$ cat src/rtl/score_accumulator.sv
// rtl/score_accumulator.sv - per-round time-to-score converter with game total, best and round tracking
//
// Purpose: converts each finished-round time (seconds) into a score of
//   max(MIN_SCORE, MAX_SCORE - floor(time/BUCKET)) by repeated subtraction,
//   and accumulates total, best score and round count over a game of ROUNDS rounds.
//
// Ports:
//   clk         in   single rising-edge clock
//   rst         in   synchronous active-high reset, dominates everything
//   clear       in   synchronous game clear, dominates acceptance and completion
//   in_valid    in   time_count is valid
//   time_count  in   finished-round time in seconds
//   in_ready    out  block can accept a time (IDLE and game not done)
//   score       out  last computed round score
//   score_valid out  one-cycle pulse when score updates
//   total       out  sum of scores this game
//   best        out  highest round score this game
//   round_cnt   out  rounds completed this game
//   game_done   out  level, ROUNDS rounds completed
module score_accumulator #(
  parameter int TIME_W    = 7,
  parameter int BUCKET    = 10,
  parameter int MAX_SCORE = 9,
  parameter int MIN_SCORE = 1,
  parameter int ROUNDS    = 3,
  parameter int SCORE_W   = 4,
  parameter int TOTAL_W   = 6
) (
  input  logic                         clk,
  input  logic                         rst,
  input  logic                         clear,
  input  logic                         in_valid,
  input  logic [TIME_W-1:0]            time_count,
  output logic                         in_ready,
  output logic [SCORE_W-1:0]           score,
  output logic                         score_valid,
  output logic [TOTAL_W-1:0]           total,
  output logic [SCORE_W-1:0]           best,
  output logic [$clog2(ROUNDS+1)-1:0]  round_cnt,
  output logic                         game_done
);

  localparam int CNT_W = $clog2(ROUNDS + 1);

  typedef enum logic {
    IDLE = 1'b0,
    CALC = 1'b1
  } state_t;

  state_t             r_state;
  logic [TIME_W-1:0]  r_rem;
  logic [SCORE_W-1:0] r_work;
  logic [SCORE_W-1:0] r_score;
  logic               r_score_valid;
  logic [TOTAL_W-1:0] r_total;
  logic [SCORE_W-1:0] r_best;
  logic [CNT_W-1:0]   r_round_cnt;
  logic               r_game_done;

  logic w_step;

  // One more bucket can be taken off only while the remainder still covers
  // a full bucket and the score has not yet hit its floor.
  assign w_step   = (int'(r_rem) >= BUCKET) && (int'(r_work) > MIN_SCORE);
  assign in_ready = (r_state == IDLE) && !r_game_done;

  always_ff @(posedge clk) begin
    if (rst) begin
      r_state       <= IDLE;
      r_rem         <= '0;
      r_work        <= '0;
      r_score       <= '0;
      r_score_valid <= 1'b0;
      r_total       <= '0;
      r_best        <= '0;
      r_round_cnt   <= '0;
      r_game_done   <= 1'b0;
    end else begin
      r_score_valid <= 1'b0;
      if (clear) begin
        r_state     <= IDLE;
        r_score     <= '0;
        r_total     <= '0;
        r_best      <= '0;
        r_round_cnt <= '0;
        r_game_done <= 1'b0;
      end else begin
        case (r_state)
          IDLE: begin
            if (in_valid && in_ready) begin
              r_rem   <= time_count;
              r_work  <= SCORE_W'(MAX_SCORE);
              r_state <= CALC;
            end
          end
          CALC: begin
            if (w_step) begin
              r_rem  <= r_rem - TIME_W'(BUCKET);
              r_work <= r_work - SCORE_W'(1);
            end else begin
              r_score       <= r_work;
              r_score_valid <= 1'b1;
              r_total       <= r_total + TOTAL_W'(r_work);
              r_round_cnt   <= r_round_cnt + CNT_W'(1);
              if (r_work > r_best) begin
                r_best <= r_work;
              end
              if (int'(r_round_cnt) == ROUNDS - 1) begin
                r_game_done <= 1'b1;
              end
              r_state <= IDLE;
            end
          end
          default: r_state <= IDLE;
        endcase
      end
    end
  end

  assign score       = r_score;
  assign score_valid = r_score_valid;
  assign total       = r_total;
  assign best        = r_best;
  assign round_cnt   = r_round_cnt;
  assign game_done   = r_game_done;

endmodule

$ cat config.mk
export PLATFORM = sky130hd
export DESIGN_NAME = score_accumulator
export DESIGN_NICKNAME = d
export VERILOG_FILES = /design/src/rtl/score_accumulator.sv
export SDC_FILE = /design/constraint.sdc
export NUM_CORES = 1
export LEC_CHECK = 0
export ABC_AREA = 1
export CORE_UTILIZATION = 59
export CTS_BUF_LIST = sky130_fd_sc_hd__clkbuf_8
export DETAILED_ROUTE_END_ITERATION = 10
export PLACE_DENSITY = 0.89
export SLEW_MARGIN = 10
export SYNTH_ARGS = -nofsm -noshare
export SYNTH_HDL_FRONTEND = slang
export SYNTH_SLANG_ARGS = --single-unit
$ cat constraint.sdc
create_clock -name clk -period 4.8 [get_ports clk]
set_clock_uncertainty 0.1 [all_clocks]
set_input_delay 0.48 -clock clk [delete_from_list [all_inputs] [get_ports clk]]
set_output_delay 0.48 -clock clk [all_outputs]
set_load 0.05 [all_outputs]
==> reports/qor.yml <==
worst_hold_path:
  min-delay-start: "score[3]"
  hold_depth: 2
  holdPathEnd: "score[3]"
  hold_class: "flip-flop to flip-flop"
synthesis:
  synth_cell_type_count: 26
  synthesis.nets: 275
  netlist_area_mm2: 0.00175
  synthDominantCellAreaShare_pct: 34.4
  netlist_top_cells_count: "52 x nand2_1, 46 x nor2_1, 30 x dfxtp_1"
  ys.flop_type: "dfxtp_1"
  synth_top_family_by_area: "simple AND/OR/NAND/NOR gates"
  synth_most_common_cell: "nand2_1"
  synth_mux_area_share_pct: 0
  syn_inst: 251
  yosysWarningCount: 0
  ys_seq_area_share_pct: 34.4
  synth-simple-area-share_pct: 34.6
  synth_seq_cells: 30
  syn_area_per_cell_um2: 6.96
  synthXorXnorAreaFrac_pct: 2.01
  synth_compound_area_share_pct: 10.2
  netlist_top_cells_area: "dfxtp_1 34%, nand2_1 11%, nor2_1 9.9%"
  synth_adder_area_share_pct: 9.74
  async_reset_ff_share_pct: 0
  synth_edf_count: 0
  synth_area_leader_cell: "dfxtp_1"
clocking:
  insertion_delay_ns: 0.28
  ctsHoldBuffers: 0
  ctsResizeCount: 0
  clock_sinks: 30
  clk_pin_slew_ns: 0.07
  cts_setup_buffers: 0
  htree_levels: 2
  cts.path.max_buffers: 2
  root_buffer: "clkbuf_8"
  cts_tree: "yes"
  numCtsBuffers: 5
power_and_ir_drop:
  power_frac_comb_pct: 15.5
  power_switching_uw: 166
  switching_share_pct: 27.1
  ir_worst_vdd_mv: 0.344
  powerDensity_mw_per_mm2: 287
  seqPwrFrac_pct: 43.8
  clkPwrFrac_pct: 40.7
  p_int_uw: 446
  leakagePower_uw: 0.000952
outcome:
  outcome: "finished, final reports clean"
floorplan:
  die_x_um: 56.4
  die-area_mm2: 0.00318
  placementRows: 19
  initial_core_util_pct: 62.8
  die-height_um: 56.4
  design.core.area_mm2: 0.00278
  boundaryPins: 30
timing:
  setup_viol: 0
  worst_slack_ns: 2.30
  finalHoldViolCount: 0
  slew_headroom_pct: 41.8
  maxSlewViolCount: 0
  rsz0062_at_grt: "false"
  period_minus_slack_ns: 2.50
  period_share_pct: 52.1
  final.setup.tns_ns: 0
  worst_pin_slew_ns: 0.870
  fmax_mhz: 400
global_route:
  grt_max_degree: 20
  grt_pass1_wl_um: 5920
  grt_usage_pct: 23.9
  grt_pass1_vias: 1373
  antenna_found_initial: 0
  gr-total-overflow: 0
finish:
  stdcell_count: 313
  layout-drive-gt1-share_pct: 7.45
  antennaDiodeCount: 0
  fin_area_mm2: 0.00214
  area_growth_pct: 22.3
  num-nets-final: 305
setup_path:
  critical_path_arrival_ns: 1.92
  critPathLaunchType: "flip-flop"
  timing.rr.start: "r_work[1]"
  crit_required_ns: 4.22
  r2r_cells: 10
  r2r_end: "score[0]"
  cp-end-kind: "primary output"
  rrSetupSlack_ns: 2.75
  crit_path_max_fanout: 17
  path_class: "flip-flop to primary output"
place:
  portBuffers: 29
  hpwl_um: 2500
  placed_area_mm2: 0.00203
  dp_slack_ns: 2.50
  place.gp.congestion: 0.832
  dp_cells: 305
route:
  num_vias: 1644
  first_pass_iters: 5
  drt_iter0_markers: 53
  ant_nets: 0
  drcViolationCount: 0
  wl_per_cell_um: 11.4
  avgViaCountPerCell: 5.25
  routed_wl_um: 3550
flow_run:
  cap_violations: 0
layout make-up:
cell class	instances	area (um^2)
Clock inverter	3	40.0
Inverter	29	109
Multi-Input combinational cell	186	988
Sequential cell	30	601
Timing Repair Buffer	29	290
Tap cell	31	38.8
Clock buffer	5	68.8
Fill cell	228	646
power by group through the flow:
stage | clock network [uW] | logic, uW | registers [uW]
3_5_place_dp | 0 | 93.7 | 273
5_1_grt | 264 | 108 | 269
2_1_floorplan | 0 | 67.9 | 276
4_1_cts | 250 | 95.2 | 268
6_report | 249 | 95.0 | 268
3_3_place_gp | 0 | 91.8 | 273
worst max-delay path: stages (launching register included):
cell and delay (ns):
dfxtp_1 0.78, nor2_1 0.12, clkdlybuf4s50_1 0.73
through the flow:
stage	hold WS (ns)	total power [uW]	utilization (%)
floorplan	0.343	343	-
global placement	0.364	365	72.9
detailed placement	0.375	367	72.9
CTS	0.389	613	76.8
global route	0.405	641	76.8
finish	0.381	612	76.8
routing by layer:
metal	routed length, um	GRT usage, %
met1	1640	30.3
met2	1680	38.6
met3	171	7.83
met4	63	7.67
met5	0	0
cells by family (layout without fill, tap and decap cells):
group,count (synthesis),after routing
buffers and inverters,35,66
AND/OR/NAND/NOR,135,135
flip-flops,30,30
AO/OA/AOI/OAI,34,34
adder cells (fa/ha/maj),13,13
XOR/XNOR,4,4
registers in the layout (all words and copies together), names as in the netlist:
register and count:
best 4, game_done 1, r_rem 7, r_state 1, r_work 4, round_cnt 2, score 4, score_valid 1
total 6
worst max path at each step:
stage                     startpoint  endpoint  cells past startpoint
final                        r_state  in_ready                      2
after global routing         r_state  in_ready                      2
after CTS                    r_state  in_ready                      2
after detailed placement         rst   r_state                      4
after global placement           rst   r_state                      4
after floorplan              best[1]   best[0]                      9
cells in the final DEF, fill, tap and decap left out:
master / netlist / final
nand2_1: 52 / 52
nor2_1: 46 / 46
dfxtp_1: 30 / 30
clkdlybuf4s50_1: 0 / 29
inv_1: 26 / 26
nand3_1: 17 / 17
o21ai_0: 16 / 16
a21oi_1: 15 / 15
ha_1: 12 / 12
nand4_1: 8 / 8
clkbuf_8: 0 / 5
xor2_1: 4 / 4
nand2_2: 3 / 3
nor3_1: 2 / 2
nor2_2: 2 / 2
inv_2: 2 / 2
nand2_4: 2 / 2
clkinv_2: 0 / 2
nor2_4: 1 / 1
clkinv_1: 1 / 1
nand2_8: 1 / 1
o21bai_1: 1 / 1
a21oi_2: 1 / 1
or2_2: 1 / 1
o31ai_1: 1 / 1
fa_1: 1 / 1
bufinv_16: 0 / 1
Power figures use the tool's default switching activity.
